**src/rtl/alu_seq_if.sv**
```systemverilog
// Request/result bundle between the sequencer FSM (master) and alu_seq (slave).
interface alu_seq_if #(
    parameter int N = 8
);
    logic         start;
    logic [4:0]   aluop;
    logic [N-1:0] A;
    logic [N-1:0] B;
    logic [N-1:0] Y;
    logic         carry;
    logic         zero;
    logic         neg;
    logic         busy;
    logic         done;

    modport master (output start, aluop, A, B, input Y, carry, zero, neg, busy, done);
    modport slave  (input start, aluop, A, B, output Y, carry, zero, neg, busy, done);
endinterface

```
**src/rtl/alu_seq.sv**
```systemverilog
// alu_seq: registered multi-cycle ALU with internal carry/zero/neg flags and serial shift-by-N.
// Define MUL_EN to add the N-cycle shift-add multiply on opcode 0x12 (otherwise 0x12 acts as ZERO).
module alu_seq #(
    parameter int N = 8
) (
    input  logic     clk,
    input  logic     reset,
    alu_seq_if.slave bus
);
    localparam int CB = $clog2(N);
    localparam int CW = CB + 1;
    localparam logic [CW-1:0] CNT_ONE = {{(CW-1){1'b0}}, 1'b1};
    localparam logic [4:0] OP_SHL = 5'h10;
    localparam logic [4:0] OP_SHR = 5'h11;
`ifdef MUL_EN
    localparam logic [4:0] OP_MUL = 5'h12;
    localparam logic [CW-1:0] CNT_MUL = CW'(N);
    typedef enum logic [1:0] {S_IDLE = 2'd0, S_SHIFT = 2'd1, S_MUL = 2'd2} state_t;
`else
    typedef enum logic [1:0] {S_IDLE = 2'd0, S_SHIFT = 2'd1} state_t;
`endif

    state_t        state_r, state_s;
    logic [N-1:0]  y_r, y_s;
    logic          carry_r, c_s;
    logic          zero_r, neg_r, busy_r, done_r, upd_s;
    logic [N-1:0]  work_r, work_s, shift_s;
    logic [CW-1:0] cnt_r, cnt_s, sh_cnt_s;
    logic          left_r, left_s, sout_s, is_shift_s;
    logic [N:0]    res_s;
`ifdef MUL_EN
    logic [N-1:0]  a_r, a_s, hi_r, hi_s;
    logic [N:0]    sum_s;
`endif

    // Classic 16 ops as an (N+1)-bit result: bit N becomes the carry/borrow flag.
    function automatic logic [N:0] classic_f(input logic [3:0] op, input logic [N-1:0] a,
                                             input logic [N-1:0] b, input logic c);
        logic [N:0] r;
        case (op)
            4'h0:    r = {(N+1){1'b0}};
            4'h1:    r = {1'b0, a};
            4'h2:    r = {1'b0, a} + {{N{1'b0}}, 1'b1};
            4'h3:    r = {1'b0, a} - {{N{1'b0}}, 1'b1};
            4'h4:    r = {a, 1'b0};
            4'h5:    r = {a[0], 1'b0, a[N-1:1]};
            4'h6:    r = {a, c};
            4'h7:    r = {a[0], c, a[N-1:1]};
            4'h8:    r = {1'b0, a | b};
            4'h9:    r = {1'b0, a & b};
            4'hA:    r = {1'b0, a ^ b};
            4'hB:    r = {1'b0, b};
            4'hC:    r = {1'b0, a} + {1'b0, b};
            4'hD:    r = {1'b0, a} - {1'b0, b};
            4'hE:    r = {1'b0, a} + {1'b0, b} + {{N{1'b0}}, c};
            4'hF:    r = {1'b0, a} - {1'b0, b} - {{N{1'b0}}, c};
            default: r = {(N+1){1'b0}};
        endcase
        return r;
    endfunction

    assign sh_cnt_s   = {1'b0, bus.B[CB-1:0]};
    assign is_shift_s = (bus.aluop == OP_SHL) || (bus.aluop == OP_SHR);

    // State register
    always_ff @(posedge clk or posedge reset) begin
        if (reset) state_r <= S_IDLE;
        else       state_r <= state_s;
    end

    // Next-state decode: only shifts with a nonzero count and MUL leave IDLE
    always_comb begin
        state_s = state_r;
        case (state_r)
            S_IDLE: begin
                if (bus.start && is_shift_s && (sh_cnt_s != {CW{1'b0}})) begin
                    state_s = S_SHIFT;
`ifdef MUL_EN
                end else if (bus.start && (bus.aluop == OP_MUL)) begin
                    state_s = S_MUL;
`endif
                end else begin
                    state_s = S_IDLE;
                end
            end
            S_SHIFT: begin
                if (cnt_r == CNT_ONE) state_s = S_IDLE;
                else                  state_s = S_SHIFT;
            end
`ifdef MUL_EN
            S_MUL: begin
                if (cnt_r == CNT_ONE) state_s = S_IDLE;
                else                  state_s = S_MUL;
            end
`endif
            default: state_s = S_IDLE;
        endcase
    end

    // Datapath/output decode: work registers advance while busy, Y/flags change only when upd_s
    always_comb begin
        work_s  = work_r;
        cnt_s   = cnt_r;
        left_s  = left_r;
        upd_s   = 1'b0;
        y_s     = y_r;
        c_s     = carry_r;
        res_s   = classic_f(bus.aluop[3:0], bus.A, bus.B, carry_r);
        shift_s = left_r ? {work_r[N-2:0], 1'b0} : {1'b0, work_r[N-1:1]};
        sout_s  = left_r ? work_r[N-1] : work_r[0];
`ifdef MUL_EN
        a_s     = a_r;
        hi_s    = hi_r;
        sum_s   = {1'b0, hi_r} + (work_r[0] ? {1'b0, a_r} : {(N+1){1'b0}});
`endif
        case (state_r)
            S_IDLE: begin
                if (!bus.start) begin
                    upd_s = 1'b0;
                end else if (!bus.aluop[4]) begin
                    upd_s = 1'b1;
                    y_s   = res_s[N-1:0];
                    c_s   = res_s[N];
                end else if (is_shift_s) begin
                    if (sh_cnt_s == {CW{1'b0}}) begin
                        upd_s = 1'b1;
                        y_s   = bus.A;
                    end else begin
                        work_s = bus.A;
                        cnt_s  = sh_cnt_s;
                        left_s = (bus.aluop == OP_SHL);
                    end
`ifdef MUL_EN
                end else if (bus.aluop == OP_MUL) begin
                    a_s    = bus.A;
                    work_s = bus.B;
                    hi_s   = {N{1'b0}};
                    cnt_s  = CNT_MUL;
`endif
                end else begin
                    upd_s = 1'b1;
                    y_s   = {N{1'b0}};
                    c_s   = 1'b0;
                end
            end
            S_SHIFT: begin
                work_s = shift_s;
                cnt_s  = cnt_r - CNT_ONE;
                if (cnt_r == CNT_ONE) begin
                    upd_s = 1'b1;
                    y_s   = shift_s;
                    c_s   = sout_s;
                end else begin
                    upd_s = 1'b0;
                end
            end
`ifdef MUL_EN
            // {hi,work} shifts right each step; work ends up holding the low product half
            S_MUL: begin
                hi_s   = sum_s[N:1];
                work_s = {sum_s[0], work_r[N-1:1]};
                cnt_s  = cnt_r - CNT_ONE;
                if (cnt_r == CNT_ONE) begin
                    upd_s = 1'b1;
                    y_s   = {sum_s[0], work_r[N-1:1]};
                    c_s   = |sum_s[N:1];
                end else begin
                    upd_s = 1'b0;
                end
            end
`endif
            default: upd_s = 1'b0;
        endcase
    end

    // Result, flag, handshake and work registers
    always_ff @(posedge clk or posedge reset) begin
        if (reset) begin
            y_r     <= {N{1'b0}};
            carry_r <= 1'b0;
            zero_r  <= 1'b1;
            neg_r   <= 1'b0;
            busy_r  <= 1'b0;
            done_r  <= 1'b0;
            work_r  <= {N{1'b0}};
            cnt_r   <= {CW{1'b0}};
            left_r  <= 1'b0;
`ifdef MUL_EN
            a_r     <= {N{1'b0}};
            hi_r    <= {N{1'b0}};
`endif
        end else begin
            busy_r <= (state_s != S_IDLE);
            done_r <= upd_s;
            work_r <= work_s;
            cnt_r  <= cnt_s;
            left_r <= left_s;
`ifdef MUL_EN
            a_r    <= a_s;
            hi_r   <= hi_s;
`endif
            if (upd_s) begin
                y_r     <= y_s;
                carry_r <= c_s;
                zero_r  <= (y_s == {N{1'b0}});
                neg_r   <= y_s[N-1];
            end
        end
    end

    assign bus.Y     = y_r;
    assign bus.carry = carry_r;
    assign bus.zero  = zero_r;
    assign bus.neg   = neg_r;
    assign bus.busy  = busy_r;
    assign bus.done  = done_r;
endmodule

```
**src/flat_wrapper.sv**
```systemverilog
// flat-port wrapper written by rule: the top's interface ports become plain ports
module alu_seq_flat 
#(
    parameter int N = 8
)
  (clk, reset, bus_start, bus_aluop, bus_A, bus_B, bus_Y, bus_carry, bus_zero, bus_neg, bus_busy, bus_done);
  alu_seq_if #(.N(N)) bus_i ();
  input  logic clk;
  input  logic reset;
  input wire logic [$bits(bus_i.start)-1:0] bus_start;
  input wire logic [$bits(bus_i.aluop)-1:0] bus_aluop;
  input wire logic [$bits(bus_i.A)-1:0] bus_A;
  input wire logic [$bits(bus_i.B)-1:0] bus_B;
  output wire logic [$bits(bus_i.Y)-1:0] bus_Y;
  output wire logic [$bits(bus_i.carry)-1:0] bus_carry;
  output wire logic [$bits(bus_i.zero)-1:0] bus_zero;
  output wire logic [$bits(bus_i.neg)-1:0] bus_neg;
  output wire logic [$bits(bus_i.busy)-1:0] bus_busy;
  output wire logic [$bits(bus_i.done)-1:0] bus_done;
  assign bus_i.start = bus_start;
  assign bus_i.aluop = bus_aluop;
  assign bus_i.A = bus_A;
  assign bus_i.B = bus_B;
  assign bus_Y = bus_i.Y;
  assign bus_carry = bus_i.carry;
  assign bus_zero = bus_i.zero;
  assign bus_neg = bus_i.neg;
  assign bus_busy = bus_i.busy;
  assign bus_done = bus_i.done;
  alu_seq #(.N(N)) u_core (.clk(clk), .reset(reset), .bus(bus_i));
endmodule
```
**config.mk**
```make
export PLATFORM = sky130hd
export DESIGN_NAME = alu_seq_flat
export DESIGN_NICKNAME = d
export VERILOG_FILES = /design/src/rtl/alu_seq_if.sv /design/src/rtl/alu_seq.sv /design/src/flat_wrapper.sv
export SDC_FILE = /design/constraint.sdc
export NUM_CORES = 1
export LEC_CHECK = 0
export BUFFER_PORTS_ARGS = -buffer_cell sky130_fd_sc_hd__buf_2
export CORE_MARGIN = 2
export CORE_UTILIZATION = 55
export CTS_BUF_LIST = sky130_fd_sc_hd__clkbuf_4 sky130_fd_sc_hd__clkbuf_8 sky130_fd_sc_hd__clkbuf_16
export CTS_CLUSTER_SIZE = 16
export DETAILED_ROUTE_END_ITERATION = 7
export GPL_ROUTABILITY_DRIVEN = 0
export PLACE_DENSITY = 0.85
export SETUP_SLACK_MARGIN = 0.15
export SLEW_MARGIN = 10
export SYNTH_ARGS = -nofsm -noshare
export SYNTH_HDL_FRONTEND = slang
export SYNTH_SLANG_ARGS = --single-unit
```
**constraint.sdc**
```tcl
create_clock -name clk -period 2.55 [get_ports clk]
set_input_delay 0.1275 -clock clk [delete_from_list [all_inputs] [get_ports clk]]
set_output_delay 0.1275 -clock clk [all_outputs]
set_load 0.02 [all_outputs]
```
==> summary.md <==
| Metric | Value |
|---|---|
| Number of synthesized flops with an enable pin | `0` |
| Total power density per cell area | `544 nW/um^2` |
| Pin count of the biggest net entering global routing | `39` |
| Length of the first detailed-routing pass in iterations | `8` |
| Classification of the worst setup path | `input port to flip-flop` |
| Die W | `around 92 um` |
| Type of destination of the critical path | `flip-flop` |
| Detail Route Antenna Nets | `0` |
| Worst Slack Setup Final | `-0.299 ns` |
| Top-level port count | `37` |
| Post-Route Setup TNS | `-0.927 ns` |
| Number of global-route vias before repair | `around 5800` |
| Count of buffers from port buffering | `36` |
| Most Frequent Cell on Critical Path | `sky130_fd_sc_hd__ha_4` |
| Share of final-layout standard cells stronger than drive strength 1 | `approximately two fifths` |
| Number of flip-flops and latches in the synthesized netlist | `25` |
| WL/cell | `~26 um` |
| Buffers and inverters on the worst path | `2` |
| Synth unique cells | `between 80 and 90` |
| Initial Util | `between 50% and 60%` |
| Post-synthesis sequential area ratio | `between 10% and 20%` |
| Gr usage total | `between 40% and 50%` |
| Clock Path Buffers | `2` |
| Total setup violations reported at the end of the flow | `6` |
| Area Growth Syn to Fin | `45.7%` |
| Static leakage | `2.73 nW` |
| Util after Layout | `~84%` |
| Antenna violations before repair | `0` |
| Crit-path cells | `buf_6 -> ha_4 -> fa_2 -> ha_4 -> nand2b_1 -> a2111o_1 -> buf_4 -> and2_4 -> o41ai_4 -> nand3_4 -> a41oi_4 -> nor4_4 -> a31o_1` |
| Number of nets produced by synthesis | `600` |
| Top cells by area in the synthesized netlist | `sky130_fd_sc_hd__dfrtp_1 14%, sky130_fd_sc_hd__ha_1 11%, sky130_fd_sc_hd__mux2i_1 4.5%` |
| Max-slew violation total from the final report | `0` |
| Critical path arrival | `approximately 3 ns` |
| Post-DP HPWL | `about 13000 um` |
| Overall Power | `3.34 mW` |
| Time the final worst path needs with I/O delays and setup | `between 2 and 3 ns` |
| Vias after detailed routing | `~6000` |
| Fraction of the cycle the final worst path needs | `112%` |
| DP Worst Slack | `-0.730 ns` |
| Clock transition at path regs | `0.10 ns` |
| Sink Count | `25` |
| Top fanout value on the critical path | `5` |
| Number of levels in the clock H-tree | `1` |
| Number of buffers inserted during clock tree synthesis | `3` |
| Cell row count | `31` |
| Post-Syn Area | `4210 sq um` |
| Endpoints failing hold | `0` |
| Maximum clock skew at final layout | `0.00786 ns` |
| Highest clock rate | `0.351 GHz` |
| DRC Markers | `93` |
| Die Ht | `91.5 um` |
| Average instance area after synthesis | `about 7.9 sq um` |
| Core region area | `~7300 sq um` |
| Clk root buf | `sky130_fd_sc_hd__clkbuf_8` |
| Worst hold path type | `input port to flip-flop` |
| Unrepaired setup endpoints after global routing | `yes` |
| Slowest CP cell | `sky130_fd_sc_hd__fa_2` |
| Worst rel slew slack | `57.9%` |
| Area fraction of the dominant cell type after synthesis | `around 14%` |
| Required time at the worst-slack endpoint | `around 2.8 ns` |
| Failing checks | `design-rule violations, negative setup slack` |
| Grt ovf | `0` |
| Via density per instance | `roughly 7.5` |
| Peak VDD IR | `0.000326 V` |
| Kind of cell with the highest combined delay on the critical path | `compound AO/OA/AOI/OAI gates` |
| Wire length of the first global-routing pass | `29300 um` |
| CTS tree | `done` |
| Share of synthesized registers carrying an async set or reset | `100%` |
| Startpoint type of the worst setup path | `input port` |
| Clock latency at the later pin of the worst-skew pair | `between 0.2 and 0.3 ns` |
| Number of instances in the synthesized netlist | `about 540` |
| Ant. Diodes | `0` |
| Slew at the pin closest to its max-slew limit | `0.630 ns` |
| Worst Hold Slack | `between 0.15 and 0.2 ns` |
| Synth warnings | `0` |
| Drt first-iter violations | `1184` |
| Max Cap Violations | `0` |
| Total routed wirelength | `approximately 21000 um` |
| Status | `complete, but fails checks` |
| Die Area | `8380 sq um` |
| Post-synthesis cell type with the largest combined area | `sky130_fd_sc_hd__dfrtp_1` |
| Most common flop cell mapped by yosys | `sky130_fd_sc_hd__dfrtp_1` |
| Net count of the finished layout | `between 700 and 800` |
| Delay of the slowest cell on the worst path | `0.60 ns` |
-- worst paths after layout --
kind | startpoint | endpoint | slack, ns | cells after the start
worst max-delay path | bus_B[0] | u_core.bus.zero | -0.30 | 13
worst min-delay path | bus_aluop[4] | u_core.left_r | 0.16 | 3
worst max register to register | u_core.bus.carry | u_core.bus.zero | -0.22 | 11
worst min register to register | u_core.bus.Y[0] | u_core.bus.Y[0] | 0.57 | 1
max in group asynchronous | reset | u_core.bus.carry | 1.48 | 4
min in group asynchronous | reset | u_core.left_r | 0.46 | 3
-- worst min-delay path, stage by stage --
cell	delay [ns]
sky130_fd_sc_hd__buf_2	0.14
sky130_fd_sc_hd__nand3_1	0.07
sky130_fd_sc_hd__nand2_1	0.07
-- stage by stage --
stage / std cells / area (sq um)
final: 802 / 6140
after detailed placement: 780 / 5490
after global routing: 802 / 6140
after global placement: 780 / 5490
after floorplan: 535 / 4300
after CTS: 796 / 5920
-- repair_timing --
item / CTS / global route
endpoints found under the setup margin: 6 / 6
gates resized for setup: 58 / 38
pin swaps: 23 / 13
setup buffers: 11 / 6
endpoints found under the hold margin: 13 / 0
cloned: 0 / 0
hold buffers: 1 / 0
-- where the power goes --
part / total, mW / internal, mW / switching [mW]
Sequential: 0.738 / 0.566 / 0.172
Clock: 0.258 / 0.110 / 0.147
Combinational: 2.34 / 1.03 / 1.31
Total: 3.34 / 1.70 / 1.63
-- registers in the layout, indices dropped and copies added (netlist names) --
register          cells
u_core.left_r         1
u_core.cnt_r          4
u_core.bus.carry      1
u_core.bus.busy       1
u_core.work_r         8
u_core.bus.neg        1
u_core.bus.done       1
u_core.bus.zero       1
u_core.bus.Y          7
-- cells in the mapped netlist (all sizes together), types with 7 or more instances --
cell type  count
a21oi         26
mux2i         19
nor3b          8
nand3         25
xnor2          8
clkbuf        11
o221ai        10
nor2          28
nor2b         14
ha            38
xor2          10
inv           41
nor3          15
o21ai         24
dfrtp         24
or2            9
nand2         38
a211oi        12
nor4           7
buf           23
-- placed cells by master, fill, tap and decap left out, drive strengths merged, types with 5 or more instances in the layout --
master  Yosys  final
xor2       10     10
inv        41     41
nand2b      6      6
nand3      25     25
nor2b      14     14
a21oi      26     26
a22oi       6      6
a211oi     12     12
nor3       15     15
o221ai     10     10
xnor2       8      8
nor4        7      7
o32ai       5      5
o22ai       5      5
nor2       28     28
a222oi      5      5
nor3b       8      8
ha         38     38
buf        23    197
nand2      38     38
dfrtp      24     24
o21ai      24     24
or2         9      9
a31oi       6      6
o211ai      6      6
mux2        6      6
mux2i      19     19
-- logic make-up (layout without fill, tap and decap cells) --
logic type | after synthesis | in the layout | synth area share [%]
and+or+nand+nor | 182 | 182 | 23.5
adders and majority gates | 41 | 41 | 12.7
DFF | 25 | 25 | 14.9
AOI/OAI and AO/OA | 165 | 165 | 29.3
buffers and inverters | 77 | 245 | 8.46
muxes | 25 | 25 | 6.12
xor gates and xnor gates | 20 | 20 | 4.99
-- area by class of cell --
cell class              instances  area, sq um
multi-input cells             433         3710
repair buffers                198         1460
fillers                       385         1190
flip-flops and latches         25          628
inverters                      43          175
well taps                      99          124
clock buffers                   3         41.3
clock inverters                 1         5.00
-- per-layer routing --
layer	part of all wire (%)	global-route usage, %
met5	0	0
met4	11	35.9
met3	14	11.7
met2	42	68.6
met1	33	49.8
Note: power is estimated with default switching activity, not from simulation.
